$ cat src/rtl/hann_window_apply.sv
// 32-point Hann window applied to a framed stream of signed samples.
// Frame FSM assigns indices; a two-stage pipeline multiplies by a Q11 table.
module hann_window_apply #(
  parameter int unsigned DW    = 12,
  parameter int unsigned CW    = 12,
  parameter int unsigned SHIFT = 11
) (
  input  logic                 clk,
  input  logic                 rst,
  input  logic                 start,
  input  logic                 in_valid,
  input  logic signed [DW-1:0] in_data,
  output logic                 out_valid,
  output logic signed [DW-1:0] out_data,
  output logic [4:0]           out_index,
  output logic                 out_last,
  output logic                 busy,
  output logic                 sync_err
);

  typedef enum logic [0:0] {StIdle, StRun} state_e;

  state_e state_q, state_d;
  logic [4:0] cnt_q, cnt_d;
  logic       accept;
  logic [4:0] acc_idx;

  logic                 s1_valid;
  logic signed [DW-1:0] s1_x;
  logic [CW-1:0]        s1_w;
  logic [4:0]           s1_idx;

  logic signed [DW+CW:0] prod;
  logic signed [DW+CW:0] prod_sh;
  logic                  unused_prod_hi;

  // Table is symmetric about k=16, so only w[0..16] is stored.
  function automatic logic [CW-1:0] coef(input logic [4:0] k);
    logic [4:0]  m;
    int unsigned v;
    m = (k > 5'd16) ? (5'd0 - k) : k;
    case (m)
      5'd1:    v = 20;
      5'd2:    v = 78;
      5'd3:    v = 173;
      5'd4:    v = 300;
      5'd5:    v = 455;
      5'd6:    v = 632;
      5'd7:    v = 824;
      5'd8:    v = 1024;
      5'd9:    v = 1224;
      5'd10:   v = 1416;
      5'd11:   v = 1593;
      5'd12:   v = 1748;
      5'd13:   v = 1875;
      5'd14:   v = 1970;
      5'd15:   v = 2028;
      5'd16:   v = 2048;
      default: v = 0;
    endcase
    return CW'(v);
  endfunction

  always_comb begin
    state_d = state_q;
    cnt_d   = cnt_q;
    accept  = 1'b0;
    acc_idx = cnt_q;
    unique case (state_q)
      StIdle: begin
        if (in_valid && start) begin
          accept  = 1'b1;
          acc_idx = 5'd0;
          state_d = StRun;
          cnt_d   = 5'd1;
        end
      end
      StRun: begin
        // start is ignored here; a stray start only raises sync_err.
        if (in_valid) begin
          accept = 1'b1;
          if (cnt_q == 5'd31) begin
            state_d = StIdle;
            cnt_d   = 5'd0;
          end else begin
            cnt_d = cnt_q + 5'd1;
          end
        end
      end
      default: state_d = StIdle;
    endcase
  end

  always_ff @(posedge clk or negedge rst) begin
    if (!rst) begin
      state_q  <= StIdle;
      cnt_q    <= 5'd0;
      sync_err <= 1'b0;
    end else begin
      state_q  <= state_d;
      cnt_q    <= cnt_d;
      sync_err <= (state_q == StRun) && in_valid && start;
    end
  end

  assign busy = (state_q == StRun);

  always_ff @(posedge clk or negedge rst) begin
    if (!rst) begin
      s1_valid <= 1'b0;
      s1_x     <= '0;
      s1_w     <= '0;
      s1_idx   <= 5'd0;
    end else begin
      s1_valid <= accept;
      if (accept) begin
        s1_x   <= in_data;
        s1_w   <= coef(acc_idx);
        s1_idx <= acc_idx;
      end
    end
  end

  // w <= 1.0 keeps |result| <= |x|, so truncating to DW bits never overflows.
  assign prod           = s1_x * $signed({1'b0, s1_w});
  assign prod_sh        = prod >>> SHIFT;
  assign unused_prod_hi = ^prod_sh[DW+CW:DW];

  always_ff @(posedge clk or negedge rst) begin
    if (!rst) begin
      out_valid <= 1'b0;
      out_data  <= '0;
      out_index <= 5'd0;
      out_last  <= 1'b0;
    end else begin
      out_valid <= s1_valid;
      if (s1_valid) begin
        out_data  <= prod_sh[DW-1:0];
        out_index <= s1_idx;
        out_last  <= (s1_idx == 5'd31);
      end
    end
  end

endmodule
$ cat config.mk
export PLATFORM = sky130hd
export DESIGN_NAME = hann_window_apply
export DESIGN_NICKNAME = d
export VERILOG_FILES = /design/src/rtl/hann_window_apply.sv
export SDC_FILE = /design/constraint.sdc
export NUM_CORES = 1
export LEC_CHECK = 0
export ABC_AREA = 1
export BUFFER_PORTS_ARGS = -buffer_cell sky130_fd_sc_hd__buf_2
export CAP_MARGIN = 0
export CORE_MARGIN = 2
export CORE_UTILIZATION = 45
export CTS_BUF_LIST = sky130_fd_sc_hd__clkbuf_2 sky130_fd_sc_hd__clkbuf_4 sky130_fd_sc_hd__clkbuf_8
export DETAILED_ROUTE_END_ITERATION = 8
export PLACE_DENSITY_LB_ADDON = 0.12
export RECOVER_POWER = 25
export SYNTH_ARGS = -nofsm -noshare
export SYNTH_HDL_FRONTEND = slang
export SYNTH_SLANG_ARGS = --single-unit
$ cat constraint.sdc
create_clock -name clk -period 11.1 [get_ports clk]
set_input_delay 2.22 -clock clk [delete_from_list [all_inputs] [get_ports clk]]
set_output_delay 2.22 -clock clk [all_outputs]
set_load 0.005 [all_outputs]
==> key figures <==
Drt
  – Vias/cell: just under 5
  – 1st-pass router iterations: 5
  – Initial drt markers: roughly 240
  – DR WL/cell: around 15 um
  – Detailed-route wire length: approximately 18 mm
  – # DRC: 0
  – Total vias in the final route: 5890
  – Final ANT Viol Nets: 0

Critical path
  – Crit path from: s1_x[6]
  – Worst Path Required: ~11000 ps
  – Reg-to-Reg End: out_data[7]
  – Crit start category: register
  – Reg2reg start: s1_x[6]
  – Crit end category: register
  – Critical path peak fanout: 13
  – Reg2Reg Setup Slack: 6130 ps
  – Crit path DAT: 5220 ps
  – Crit path kind: register to register
  – R2R cell count: 19
  – CP Capture Point: out_data[7]

Timing
  – Hold Vio Cnt, Final: 0
  – Slew Viols, Final: 57
  – Clock period minus worst slack: 4970 ps
  – Clock skew: roughly 13 ps
  – Worst-margin pin slew: about 3200 ps
  – Setup violators final: 0
  – FMAX: about 200 MHz
  – Slew HR: -112%
  – Fin crit share: 44.8%
  – Total Neg Setup Slack: 0 ps
  – Unrepaired setup endpoints after global routing: false

Logic synthesis
  – Mean Syn Cell Area: approximately 7.6 um^2
  – Syn_nets: between 1k and 1.5k
  – Sequential element share of the synthesized area: 18.8%
  – Synthesized instance count: 975
  – Post-Syn Area: 0.00744 mm^2
  – Synth area leaders: fa_1, dfrtp_1, nand2_1, ha_1, inv_1
  – Post-synth cell types: 35
  – Yosys reg bits: 56
  – Post-synth top area share: 26.6%
  – Yosys warnings: 0
  – Synth area leader: fa_1

Floorplan
  – Die width: approximately 130 um
  – Top-Level Pins: 37
  – Die Y: roughly 130 um
  – Core box area: around 0.016 mm^2
  – # rows: 47
  – Die area: ~0.018 mm^2
  – Effective utilization at floorplan: 45.5%

Place
  – Dpl hpwl: 13.9 mm
  – IO buf count: 36
  – Placed Area: 0.00775 mm^2
  – GP Congestion: 0.842

Global route
  – GRT Resource Usage Total: 21.1%
  – Initial antenna violation count: 0
  – Vias in the first global route: 5860
  – Pin count of the biggest net entering global routing: 57
  – Congestion Overflow GR: 0
  – First-pass GRT wire length: 29.3 mm

CTS
  – CTS buffer count: 5
  – Setup Fix Bufs, Post-CTS: 0
  – Hold buffers post-CTS: 0
  – Clock Root Buffer: clkbuf_8
  – Depth of the CTS H-tree: 2
  – CTS tree: yes
  – Clock buffer depth: 2
  – Clk_lat worst skew: 350 ps
  – CTS-repair resized insts: 0
  – CTS sink cnt: 56
  – Clock Pin Slew Worst Setup and Hold Paths: 120 ps

Cells and area
  – Final instance area: 0.00785 mm^2
  – Fillers: 1720
  – Most common cell after layout, fill and taps aside: nand2_1
  – Layout cell share with drive strength beyond 1: 6.90%
  – Nets: about 1.2k
  – Area grow syn2layout: 5.48%
  – Most frequent cells in the layout: nand2_1, inv_1, fa_1
  – # diodes: 0

Outcome
  – Status: finished with violations
  – Failing checks: max-capacitance violations, max-slew violations

Job
  – Max Cap Viol: 1

Hold path
  – HP Class: register to register
==> worst min path at each step <==
stage,from,endpoint,slack (ps),cells past startpoint
CTS,out_index[3],out_index[3],490,2
global route,out_index[1],out_index[1],520,2
finish,out_index[3],out_index[3],480,2
global placement,out_index[3],out_index[3],450,2
floorplan,s1_valid,out_valid,430,0
detailed placement,out_index[3],out_index[3],460,2
==> registers in the layout (all words and copies together) (netlist names) <==
signal	cells
s1_idx	5
busy	1
out_valid	1
s1_w	12
s1_valid	1
s1_x	12
cnt_q	5
out_last	1
out_data	12
sync_err	1
out_index	5
==> cell families after synthesis <==
family	count (synthesis)	synth area share (%)
and+or+nand+nor	425	23.5
buffers and inverters	257	13.3
adders and majority gates	173	39.1
DFF	56	18.8
AOI/OAI and AO/OA	54	4.07
xor gates and xnor gates	10	1.18
==> Yosys cell counts <==
cell / number
o21ai_1: 4
and2_1: 1
nand2_1: 318
inv_2: 5
nor4_1: 1
nor2_2: 3
clkbuf_1: 28
a31oi_1: 1
o31ai_1: 1
inv_1: 217
nand3_1: 37
nand4_1: 6
buf_2: 4
a22oi_1: 1
xor2_1: 5
nand3_2: 4
a21oi_1: 15
nand2_2: 5
o21ai_0: 21
nor3_1: 3
dfrtp_1: 56
xnor2_1: 5
buf_6: 2
nand3b_1: 3
ha_1: 74
o21bai_1: 4
or2_0: 1
nor2_1: 37
o22ai_1: 4
or2_1: 1
nand3_4: 1
fa_1: 99
or2_2: 4
o21ai_2: 3
buf_4: 1
==> critical path: stages (launching register included) <==
cell     delay (ps)
dfrtp_1         710
nand2_1         160
fa_1            560
inv_1            60
fa_1            550
fa_1            430
fa_1            500
inv_1            60
fa_1            530
inv_1            40
ha_1            340
nand2_1         130
nor2_1          160
nand4_1         150
nand3_1         200
nand2_1          90
nand2_1          60
nand2_1          50
nand3_1          60
nand2_1          50
==> layer usage <==
layer | part of all wire [%] | vias to the layer above | GRT usage (%)
met2 | 50 | 100 | 36.0
met5 | 0 | - | 0
met1 | 43 | 2873 | 27.9
li1 | - | 2896 | -
met3 | 3.7 | 21 | 2.87
met4 | 2.4 | 0 | 6.87
==> metrics by stage <==
stage          hold WS, ps  instances  worst slack, ps  util [%]
2_1_floorplan          431        975             6560         -
3_3_place_gp           452       1198             6220      47.4
3_5_place_dp           456       1198             6120      47.4
4_1_cts                487       1206             6110      48.0
5_1_grt                522       1206             5560      48.0
6_report               480       1206             6130      48.0
==> cell type report <==
class	instances	area (um^2)	share of cell area, %
multi-input combinational	662	5050	64.3
sequential	56	1400	17.9
inverter	222	833	10.6
tap	220	275	3.51
timing repair buffer	38	190	2.42
clock buffer	5	68.8	0.877
clock inverter	3	28.8	0.367
Power is left out: the tool's default activity adds up to more than one toggle a clock period on the data nets, which glitch-free logic cannot reach.
